File: config.mk
export PLATFORM = sky130hd
export DESIGN_NAME = alu_issue_stage
export DESIGN_NICKNAME = d
export VERILOG_FILES = /design/src/rtl/alu_pkg.sv /design/src/rtl/alu_op_decode.sv /design/src/rtl/alu_issue_stage.sv
export SDC_FILE = /design/constraint.sdc
export NUM_CORES = 1
export LEC_CHECK = 0
export CORE_UTILIZATION = 40
export CTS_BUF_LIST = sky130_fd_sc_hd__clkbuf_4 sky130_fd_sc_hd__clkbuf_8
export CTS_CLUSTER_SIZE = 10
export DETAILED_ROUTE_END_ITERATION = 7
export GPL_TIMING_DRIVEN = 0
export PLACE_DENSITY = 0.62
export SLEW_MARGIN = 40
export SYNTH_ARGS = -nofsm -noshare
export SYNTH_HDL_FRONTEND = slang
export SYNTH_HIERARCHICAL = 1
export SYNTH_SLANG_ARGS = --single-unit
File: constraint.sdc
create_clock -name clk -period 1.8 [get_ports clk]
set_input_delay 0.27 -clock clk [delete_from_list [all_inputs] [get_ports clk]]
set_output_delay 0.27 -clock clk [all_outputs]
set_load 0.005 [all_outputs]
File: src/rtl/alu_pkg.sv
// ============================================================================
// alu_pkg : ALU function codes, MIPS-I opcode/funct constants, decoded entry
// Revision: 1.0
// ============================================================================
`default_nettype none

package alu_pkg;

    localparam logic [4:0] ALU_ADD  = 5'b00000;
    localparam logic [4:0] ALU_SUB  = 5'b00001;
    localparam logic [4:0] ALU_SLT  = 5'b00010;
    localparam logic [4:0] ALU_AND  = 5'b00011;
    localparam logic [4:0] ALU_NOR  = 5'b00100;
    localparam logic [4:0] ALU_OR   = 5'b00101;
    localparam logic [4:0] ALU_XOR  = 5'b00110;
    localparam logic [4:0] ALU_SLL  = 5'b00111;
    localparam logic [4:0] ALU_SLTU = 5'b01000;
    localparam logic [4:0] ALU_SRA  = 5'b01001;
    localparam logic [4:0] ALU_SRL  = 5'b01010;
    localparam logic [4:0] ALU_BGEZ = 5'b10000;
    localparam logic [4:0] ALU_BGTZ = 5'b10001;
    localparam logic [4:0] ALU_BLEZ = 5'b10010;
    localparam logic [4:0] ALU_BLTZ = 5'b10011;

    localparam logic [5:0] OP_RTYPE  = 6'b000000;
    localparam logic [5:0] OP_REGIMM = 6'b000001;
    localparam logic [5:0] OP_BEQ    = 6'b000100;
    localparam logic [5:0] OP_BNE    = 6'b000101;
    localparam logic [5:0] OP_BLEZ   = 6'b000110;
    localparam logic [5:0] OP_BGTZ   = 6'b000111;
    localparam logic [5:0] OP_ADDI   = 6'b001000;
    localparam logic [5:0] OP_ADDIU  = 6'b001001;
    localparam logic [5:0] OP_SLTI   = 6'b001010;
    localparam logic [5:0] OP_SLTIU  = 6'b001011;
    localparam logic [5:0] OP_ANDI   = 6'b001100;
    localparam logic [5:0] OP_ORI    = 6'b001101;
    localparam logic [5:0] OP_XORI   = 6'b001110;
    localparam logic [5:0] OP_LUI    = 6'b001111;
    localparam logic [5:0] OP_LW     = 6'b100011;
    localparam logic [5:0] OP_SW     = 6'b101011;

    localparam logic [5:0] FN_SLL  = 6'b000000;
    localparam logic [5:0] FN_SRL  = 6'b000010;
    localparam logic [5:0] FN_SRA  = 6'b000011;
    localparam logic [5:0] FN_SLLV = 6'b000100;
    localparam logic [5:0] FN_SRLV = 6'b000110;
    localparam logic [5:0] FN_SRAV = 6'b000111;
    localparam logic [5:0] FN_ADD  = 6'b100000;
    localparam logic [5:0] FN_ADDU = 6'b100001;
    localparam logic [5:0] FN_SUB  = 6'b100010;
    localparam logic [5:0] FN_SUBU = 6'b100011;
    localparam logic [5:0] FN_AND  = 6'b100100;
    localparam logic [5:0] FN_OR   = 6'b100101;
    localparam logic [5:0] FN_XOR  = 6'b100110;
    localparam logic [5:0] FN_NOR  = 6'b100111;
    localparam logic [5:0] FN_SLT  = 6'b101010;
    localparam logic [5:0] FN_SLTU = 6'b101011;

    typedef struct packed {
        logic [31:0] a;
        logic [31:0] b;
        logic [4:0]  shft;
        logic [4:0]  aluctr;
        logic        is_branch;
        logic        br_inv;
        logic        ovf_trap;
        logic        illegal;
    } alu_entry_t;

    typedef enum logic [1:0] {
        ST_EMPTY = 2'd0,
        ST_ONE   = 2'd1,
        ST_TWO   = 2'd2
    } skid_state_t;

endpackage

`default_nettype wire

File: src/rtl/alu_op_decode.sv
// ============================================================================
// alu_op_decode : combinational MIPS-I instr + GPR data -> decoded ALU entry
// Revision: 1.0
// ============================================================================
`default_nettype none

module alu_op_decode
    import alu_pkg::*;
(
    input  logic [31:0] i_instr,
    input  logic [31:0] i_rs_data,
    input  logic [31:0] i_rt_data,
    output alu_entry_t  o_entry
);

    logic [5:0]  w_op;
    logic [5:0]  w_funct;
    logic [4:0]  w_rt;
    logic [31:0] w_sext;
    logic [31:0] w_zext;
    logic        w_bad;
    logic        w_unused;
    alu_entry_t  w_d;

    assign w_op     = i_instr[31:26];
    assign w_funct  = i_instr[5:0];
    assign w_rt     = i_instr[20:16];
    assign w_sext   = {{16{i_instr[15]}}, i_instr[15:0]};
    assign w_zext   = {16'h0000, i_instr[15:0]};
    // The rs register number is resolved by register read before this stage.
    assign w_unused = ^i_instr[25:21];

    always_comb begin
        w_d       = '0;
        w_d.a     = i_rs_data;
        w_d.b     = i_rt_data;
        w_bad     = 1'b0;
        case (w_op)
            OP_RTYPE: begin
                case (w_funct)
                    FN_ADD:  begin w_d.aluctr = ALU_ADD; w_d.ovf_trap = 1'b1; end
                    FN_ADDU: w_d.aluctr = ALU_ADD;
                    FN_SUB:  begin w_d.aluctr = ALU_SUB; w_d.ovf_trap = 1'b1; end
                    FN_SUBU: w_d.aluctr = ALU_SUB;
                    FN_AND:  w_d.aluctr = ALU_AND;
                    FN_OR:   w_d.aluctr = ALU_OR;
                    FN_XOR:  w_d.aluctr = ALU_XOR;
                    FN_NOR:  w_d.aluctr = ALU_NOR;
                    FN_SLT:  w_d.aluctr = ALU_SLT;
                    FN_SLTU: w_d.aluctr = ALU_SLTU;
                    FN_SLL:  begin w_d.aluctr = ALU_SLL; w_d.shft = i_instr[10:6]; end
                    FN_SRL:  begin w_d.aluctr = ALU_SRL; w_d.shft = i_instr[10:6]; end
                    FN_SRA:  begin w_d.aluctr = ALU_SRA; w_d.shft = i_instr[10:6]; end
                    FN_SLLV: begin w_d.aluctr = ALU_SLL; w_d.shft = i_rs_data[4:0]; end
                    FN_SRLV: begin w_d.aluctr = ALU_SRL; w_d.shft = i_rs_data[4:0]; end
                    FN_SRAV: begin w_d.aluctr = ALU_SRA; w_d.shft = i_rs_data[4:0]; end
                    default: w_bad = 1'b1;
                endcase
            end
            OP_REGIMM: begin
                w_d.is_branch = 1'b1;
                if (w_rt == 5'd0)      w_d.aluctr = ALU_BLTZ;
                else if (w_rt == 5'd1) w_d.aluctr = ALU_BGEZ;
                else                   w_bad = 1'b1;
            end
            OP_BEQ:  begin w_d.aluctr = ALU_SUB;  w_d.is_branch = 1'b1; end
            OP_BNE:  begin w_d.aluctr = ALU_SUB;  w_d.is_branch = 1'b1; w_d.br_inv = 1'b1; end
            OP_BLEZ: begin w_d.aluctr = ALU_BLEZ; w_d.is_branch = 1'b1; end
            OP_BGTZ: begin w_d.aluctr = ALU_BGTZ; w_d.is_branch = 1'b1; end
            OP_ADDI: begin w_d.aluctr = ALU_ADD;  w_d.b = w_sext; w_d.ovf_trap = 1'b1; end
            OP_ADDIU, OP_LW, OP_SW: begin
                w_d.aluctr = ALU_ADD;
                w_d.b      = w_sext;
            end
            OP_SLTI:  begin w_d.aluctr = ALU_SLT;  w_d.b = w_sext; end
            OP_SLTIU: begin w_d.aluctr = ALU_SLTU; w_d.b = w_sext; end
            OP_ANDI:  begin w_d.aluctr = ALU_AND;  w_d.b = w_zext; end
            OP_ORI:   begin w_d.aluctr = ALU_OR;   w_d.b = w_zext; end
            OP_XORI:  begin w_d.aluctr = ALU_XOR;  w_d.b = w_zext; end
            OP_LUI:   begin w_d.aluctr = ALU_SLL;  w_d.b = w_zext; w_d.shft = 5'd16; end
            default:  w_bad = 1'b1;
        endcase
        if (w_bad) begin
            w_d         = '0;
            w_d.illegal = 1'b1;
        end
    end

    assign o_entry = w_d;

endmodule

`default_nettype wire

File: src/rtl/alu_issue_stage.sv
// ============================================================================
// alu_issue_stage : decode + 2-entry skid buffer feeding EX via valid/ready
// Revision: 1.0
// ============================================================================
`default_nettype none

module alu_issue_stage
    import alu_pkg::*;
#(
    parameter int DW      = 32,
    parameter bit SKID_EN = 1'b1
) (
    input  logic          clk,
    input  logic          rst_n,
    input  logic          flush,
    input  logic          in_valid,
    output logic          in_ready,
    input  logic [31:0]   instr,
    input  logic [DW-1:0] rs_data,
    input  logic [DW-1:0] rt_data,
    output logic          out_valid,
    input  logic          out_ready,
    output logic [DW-1:0] alu_a,
    output logic [DW-1:0] alu_b,
    output logic [4:0]    alu_shft,
    output logic [4:0]    aluctr,
    output logic          is_branch,
    output logic          br_inv,
    output logic          ovf_trap,
    output logic          illegal
);

    skid_state_t r_state;
    skid_state_t w_nxt;
    alu_entry_t  r_e0;
    alu_entry_t  r_e1;
    alu_entry_t  w_dec;
    logic        r_in_ready;
    logic        w_push;
    logic        w_pop;
    logic        w_ld0_in;
    logic        w_ld1_in;
    logic        w_ld0_from1;

    alu_op_decode u_dec (
        .i_instr   (instr),
        .i_rs_data (rs_data),
        .i_rt_data (rt_data),
        .o_entry   (w_dec)
    );

    assign out_valid = (r_state != ST_EMPTY);
    assign w_push    = in_valid & in_ready;
    assign w_pop     = out_valid & out_ready;

    generate
        if (SKID_EN) begin : g_skid
            assign in_ready = r_in_ready;
        end else begin : g_single
            // r_in_ready doubles as "out of reset" here since the state never reaches TWO.
            assign in_ready = r_in_ready & ((r_state == ST_EMPTY) | out_ready);
        end
    endgenerate

    always_comb begin
        w_nxt       = r_state;
        w_ld0_in    = 1'b0;
        w_ld1_in    = 1'b0;
        w_ld0_from1 = 1'b0;
        case (r_state)
            ST_EMPTY: if (w_push) begin
                w_nxt    = ST_ONE;
                w_ld0_in = 1'b1;
            end
            ST_ONE: begin
                if (w_push && !w_pop) begin
                    w_nxt    = ST_TWO;
                    w_ld1_in = 1'b1;
                end else if (w_push && w_pop) begin
                    w_ld0_in = 1'b1;
                end else if (w_pop) begin
                    w_nxt = ST_EMPTY;
                end
            end
            ST_TWO: if (w_pop) begin
                w_nxt       = ST_ONE;
                w_ld0_from1 = 1'b1;
            end
            default: w_nxt = ST_EMPTY;
        endcase
        if (flush) begin
            w_nxt       = ST_EMPTY;
            w_ld0_in    = 1'b0;
            w_ld1_in    = 1'b0;
            w_ld0_from1 = 1'b0;
        end
    end

    always_ff @(posedge clk or negedge rst_n) begin
        if (!rst_n) begin
            r_state    <= ST_EMPTY;
            r_in_ready <= 1'b0;
            r_e0       <= '0;
            r_e1       <= '0;
        end else begin
            r_state    <= w_nxt;
            r_in_ready <= (w_nxt != ST_TWO);
            if (w_ld0_in)         r_e0 <= w_dec;
            else if (w_ld0_from1) r_e0 <= r_e1;
            if (w_ld1_in)         r_e1 <= w_dec;
        end
    end

    assign alu_a     = r_e0.a;
    assign alu_b     = r_e0.b;
    assign alu_shft  = r_e0.shft;
    assign aluctr    = r_e0.aluctr;
    assign is_branch = r_e0.is_branch;
    assign br_inv    = r_e0.br_inv;
    assign ovf_trap  = r_e0.ovf_trap;
    assign illegal   = r_e0.illegal;

endmodule

`default_nettype wire

; ---- After elaboration in Yosys (flattened, before gate mapping)
; Index checks and enable logic that the tools add are counted.
[totals]
ff_bits = 159
in_bits = 101
out_inout_bits = 80
[classes]
n_eq_ne = 34
n_bitwise = 2
n_reduce_logical = 22
n_mux = 36
[ops]
columns = cell, count
row1 = 2-to-1 mux 78 bit, 3
row2 = "equality test 6 bit, second input constant", 12
row3 = one-hot mux 32 bit (2 select lines), 1
row4 = one-hot mux 5 bit (11 select lines), 1
row5 = "equality test 6 x 4 -> 1 bit, second input constant", 8
row6 = "equality test 6 x 3 -> 1 bit, second input constant", 7
row7 = one-hot mux 4 bit (10 select lines), 1
row8 = one-hot mux 5 bit (2 select lines), 2
row9 = 2-to-1 mux 1 bit, 16
row10 = OR reduction 16 bit, 1
row11 = OR reduction 14 bit, 1
row12 = "equality test 6 x 2 -> 1 bit, second input constant", 2
row13 = zero test 6 bit, 2
row14 = 2-to-1 mux 2 bit, 6
row15 = OR reduction 2 bit, 6
row16 = 2-to-1 mux 5 bit, 2
row17 = "equality test 6 x 1 -> 1 bit, second input constant", 1
row18 = one-hot mux 2 bit (3 select lines), 1
row19 = OR reduction 3 bit, 2
row20 = OR reduction 6 bit, 1
row21 = "equality test 5 x 1 -> 1 bit, second input constant", 1
row22 = zero test 5 bit, 1
row23 = OR reduction 5 bit, 1
row24 = one-hot mux 1 bit (2 select lines), 2
row25 = 10 further kinds, 13

; ---- Logic depth before layout (Yosys ltp)
[logic_depth]
depth_word = 8
mapped_depth = 8

; ---- Modules after synthesis
; The synthesis kept the hierarchy.
[by_module_without_submodules]
columns = mod, n_inst, area_each_um2, cells_per_inst
row1 = alu_issue_stage, 1, 6535.0, 446
row2 = alu_op_decode, 1, 1223.7, 215

; ---- Worst setup path before layout
; OpenSTA, ideal clock, no wires.
[synth_path]
path_type = input -> register
from = input instr[20]
to = register r_e0 (netlist bit illegal)
path_stages = 7
setup_ns = 0.126
path_buffers = 2
setup_slack_ns = -0.126
arrival_ns = 1.800
cell_sequence = or4_1 > a31oi_1 > o211a_4 > inv_4 > buf_6 > buf_4 > a221o_1
[synth_lines]
columns = item, line_no
row1 = start: declaration, alu_issue_stage.sv:18  ; input logic [31:0] instr,
row2 = end signal: assignment, alu_issue_stage.sv:108  ; if (w_ld0_in) r_e0 <= w_dec;
row3 = end signal: assignment, alu_issue_stage.sv:109  ; else if (w_ld0_from1) r_e0 <= r_e1;
row4 = end: declaration, alu_issue_stage.sv:35  ; alu_entry_t r_e0;

==> summary.md <==
| Metric | Value |
|---|---|
| DRC viols | `0` |
| Netlist cell types | `46` |
| RSZ-0062 raised after global routing | `false` |
| CP Max Fanout | `5` |
| Worst slew pin tran | `0.6828 ns` |
| Die ar. | `19960 µm²` |
| CORE AREA | `18830 µm²` |
| #FFs+latches synth | `159` |
| Starting Density | `41.20%` |
| Vias | `6030` |
| Grt total ovfl | `0` |
| Drt first pass iters | `5` |
| Max stage delay on crit path | `0.57 ns` |
| P_leak | `4.876 nW` |
| Startpoint class of the critical path | `primary input` |
| Overall routing resource usage | `21.90%` |
| Max-slew headroom | `53.30%` |
| CP endpoint kind | `register` |
| Synth Area in Adders | `0%` |
| Max Root-Sink Buffers | `2` |
| Drt total wl | `21120 µm` |
| Ys async rst share | `100.0%` |
| Hold Fails Final Rpt | `0` |
| Syn Inst Count | `661` |
| Crit path buf inv count | `4` |
| Die Ht | `141.3 µm` |
| WS Path Type | `in -> reg` |
| Worst vdd ir | `0.0004697 V` |
| Min-delay worst type | `in -> async` |
| Antenna-violating nets left | `0` |
| Post-Syn Area | `7759 µm²` |
| Synth cell count leaders | `159 x dfrtp_1, 111 x and2_1, 78 x a221o_1` |
| Seq/Total Area, Yosys | `51.28%` |
| Skew-Pair Late Insertion Delay | `0.45 ns` |
| Min Tclk post-route | `1.778 ns` |
| Row cnt | `50` |
| Fill cell count | `1590` |
| Total power | `8.512 mW` |
| Synth top area share | `51.28%` |
| Initial antenna violation count | `3` |
| DIE WIDTH | `141.3 µm` |
| Post-synth EDFFs | `0` |
| Largest net degree at the start of global routing | `73` |
| Setup_tns | `0 ns` |
| CP Data Required Time | `2.14 ns` |
| DPL Wire Length | `15120 µm` |
| Simple-gate portion of the synthesized area | `15.95%` |
| Synth area leader | `dfrtp_1` |
| Inserted Clock Buffers | `17` |
| Port bufs | `171` |
| Most numerous cell in the Yosys netlist | `dfrtp_1` |
| Crit path DAT | `2.12 ns` |
| Final period utilization | `98.80%` |
| Root Buffer | `clkbuf_8` |
| Synth Area per Inst | `11.74 µm²` |
| Status | `complete, no violations` |
| CTS tree | `done` |
| Setup Skew | `0.01371 ns` |
| MaxCap Viol Count | `0` |
| Final #Nets | `962` |
| GPL Wtd Cong | `0.8839` |
| WL per Instance | `18.59 µm` |
| Largest family of logic cells by synthesized area | `simple AND/OR/NAND/NOR gates` |
| First-pass GRT wire length | `33700 µm` |
| Slew Limit Fails | `0` |
| H-tree depth | `4` |
| # IOs | `181` |
| Clock Sinks | `159` |
| Number of DRC markers in iteration 0 | `344` |
| PD cells | `806.1 nW/µm²` |
| Top cells by area, synth | `dfrtp_1 51%, a221o_1 10%, and2_1 9.0%` |
| Final hold slack | `0.2986 ns` |
| CP Cell Sequence | `dlygate4sd2_1 > or4_4 > a31oi_4 > o211a_4 > inv_8 > buf_8 > buf_6 > a221o_1` |
| Synth Flop Type | `dfrtp_1` |
| Setup violations, final | `0` |
| Post-synthesis compound-gate area fraction | `15.03%` |
| Post-synthesis mux area share | `13.08%` |
| Fraction of layout cells with a size suffix above 1 | `24.26%` |
| Synthesized net count | `762` |
| Yosys warning count | `6` |
| DR vias/cell | `5.308` |
| Fmax | `562.3 MHz` |
| Clock-pin slew on the worst setup and hold paths | `0.09 ns` |
| Vias in the first global route | `6165` |
| Post-Synth XOR/XNOR Area | `0.1129%` |
| CP top delay family | `compound AO/OA/AOI/OAI gates` |
| Slowest-stage cell, CP | `or4_4` |
| P&R area growth vs syn | `36.11%` |
-- power breakdown --
group / switching (mW) / internal (mW) / total [mW]
clock: 1.44 / 1.46 / 2.90
sequential: 0.178 / 3.90 / 4.08
combinational: 0.622 / 0.907 / 1.53
total: 2.24 / 6.27 / 8.51
-- final timing paths --
path	from	end	slack [ns]	cells past startpoint
min	rst_n	r_e1[70]	0.30	2
max in group asynchronous	rst_n	alu_b[2]	0.53	4
max	instr[20]	illegal	0.02	8
min reg2reg	r_e1[50]	r_e1[50]	0.50	1
min in group clk	instr[2]	r_e1[16]	0.37	4
max reg2reg	r_state[0]	alu_a[3]	0.06	6
-- metrics by stage --
| stage | instance area [µm²] | setup slack, ns | std cells | utilization, % |
|---|---|---|---|---|
| floorplan | 7766 | -0.08776 | 661 | - |
| global placement | 9803 | -5.939 | 1092 | 52.06 |
| detailed placement | 9863 | -0.8960 | 1094 | 52.38 |
| CTS | 10540 | 0.01290 | 1132 | 55.97 |
| global route | 10560 | 0.003553 | 1135 | 56.07 |
| finish | 10560 | 0.02165 | 1136 | 56.08 |
-- sequential cells by signal, indices dropped and copies added, names as in the netlist --
| name | flops |
|---|---|
| illegal | 1 |
| alu_shft | 5 |
| alu_a | 32 |
| aluctr | 5 |
| in_ready | 1 |
| alu_b | 32 |
| r_e1 | 78 |
| is_branch | 1 |
| br_inv | 1 |
| r_state | 2 |
| ovf_trap | 1 |
-- cell usage in the layout (no fill, tap or decap), types with 3 or more instances in the layout --
cell type and n:
clkbuf_8 19, inv_1 3, clkbuf_4 3, mux2_2 59
dfrtp_1 159, nor3_1 4, clkbuf_1 9, a21oi_2 20
clkinv_4 3, nor2_1 13, dlygate4sd2_1 8, bufinv_16 3
nand2_1 57, nor4_1 4, a221o_1 78, or2_2 3
buf_6 12, and2_1 110, nand3_1 8, buf_12 3
a21oi_1 19, inv_8 4, nand2b_1 5, mux2i_1 5
buf_4 11, clkdlybuf4s50_1 157, buf_2 17, clkbuf_2 10
mux2_4 20
-- what timing repair did --
action,in CTS,in global routing
pin swaps,7,4
hold buffers,1,0
gates resized for setup,50,18
buffers inserted,6,2
cloned,1,0
endpoints found under the hold margin,44,0
setup endpoints to repair,152,80
-- kinds of logic (layout without fill, tap and decap cells) --
| group | after synthesis | in the layout |
|---|---|---|
| XOR/XNOR | 1 | 1 |
| buffers and inverters | 60 | 273 |
| flip-flops | 159 | 159 |
| other | 0 | 2 |
| AND/OR/NAND/NOR | 224 | 224 |
| AO/OA/AOI/OAI | 133 | 133 |
| multiplexers | 84 | 84 |
-- layout make-up --
type / count / area [µm²] / share of cell area [%]
inverter: 4 / 22.52 / 0.2133
multi-input combinational: 442 / 3537 / 33.50
antenna: 2 / 5.005 / 0.04739
buffer: 54 / 372.9 / 3.531
timing repair buffer: 183 / 1884 / 17.84
sequential: 159 / 3979 / 37.68
clock inverter: 13 / 178.9 / 1.694
tap: 260 / 325.3 / 3.081
clock buffer: 19 / 255.2 / 2.417
-- per-layer routing --
metal / wire length, µm / vias to the layer above / track usage (%)
li1: - / 2805 / -
met1: 9576 / 3032 / 29.47
met2: 10100 / 174 / 35.15
met3: 1141 / 17 / 5.535
met4: 284 / 2 / 5.835
met5: 13 / - / 0
Power figures use the tool's default switching activity.
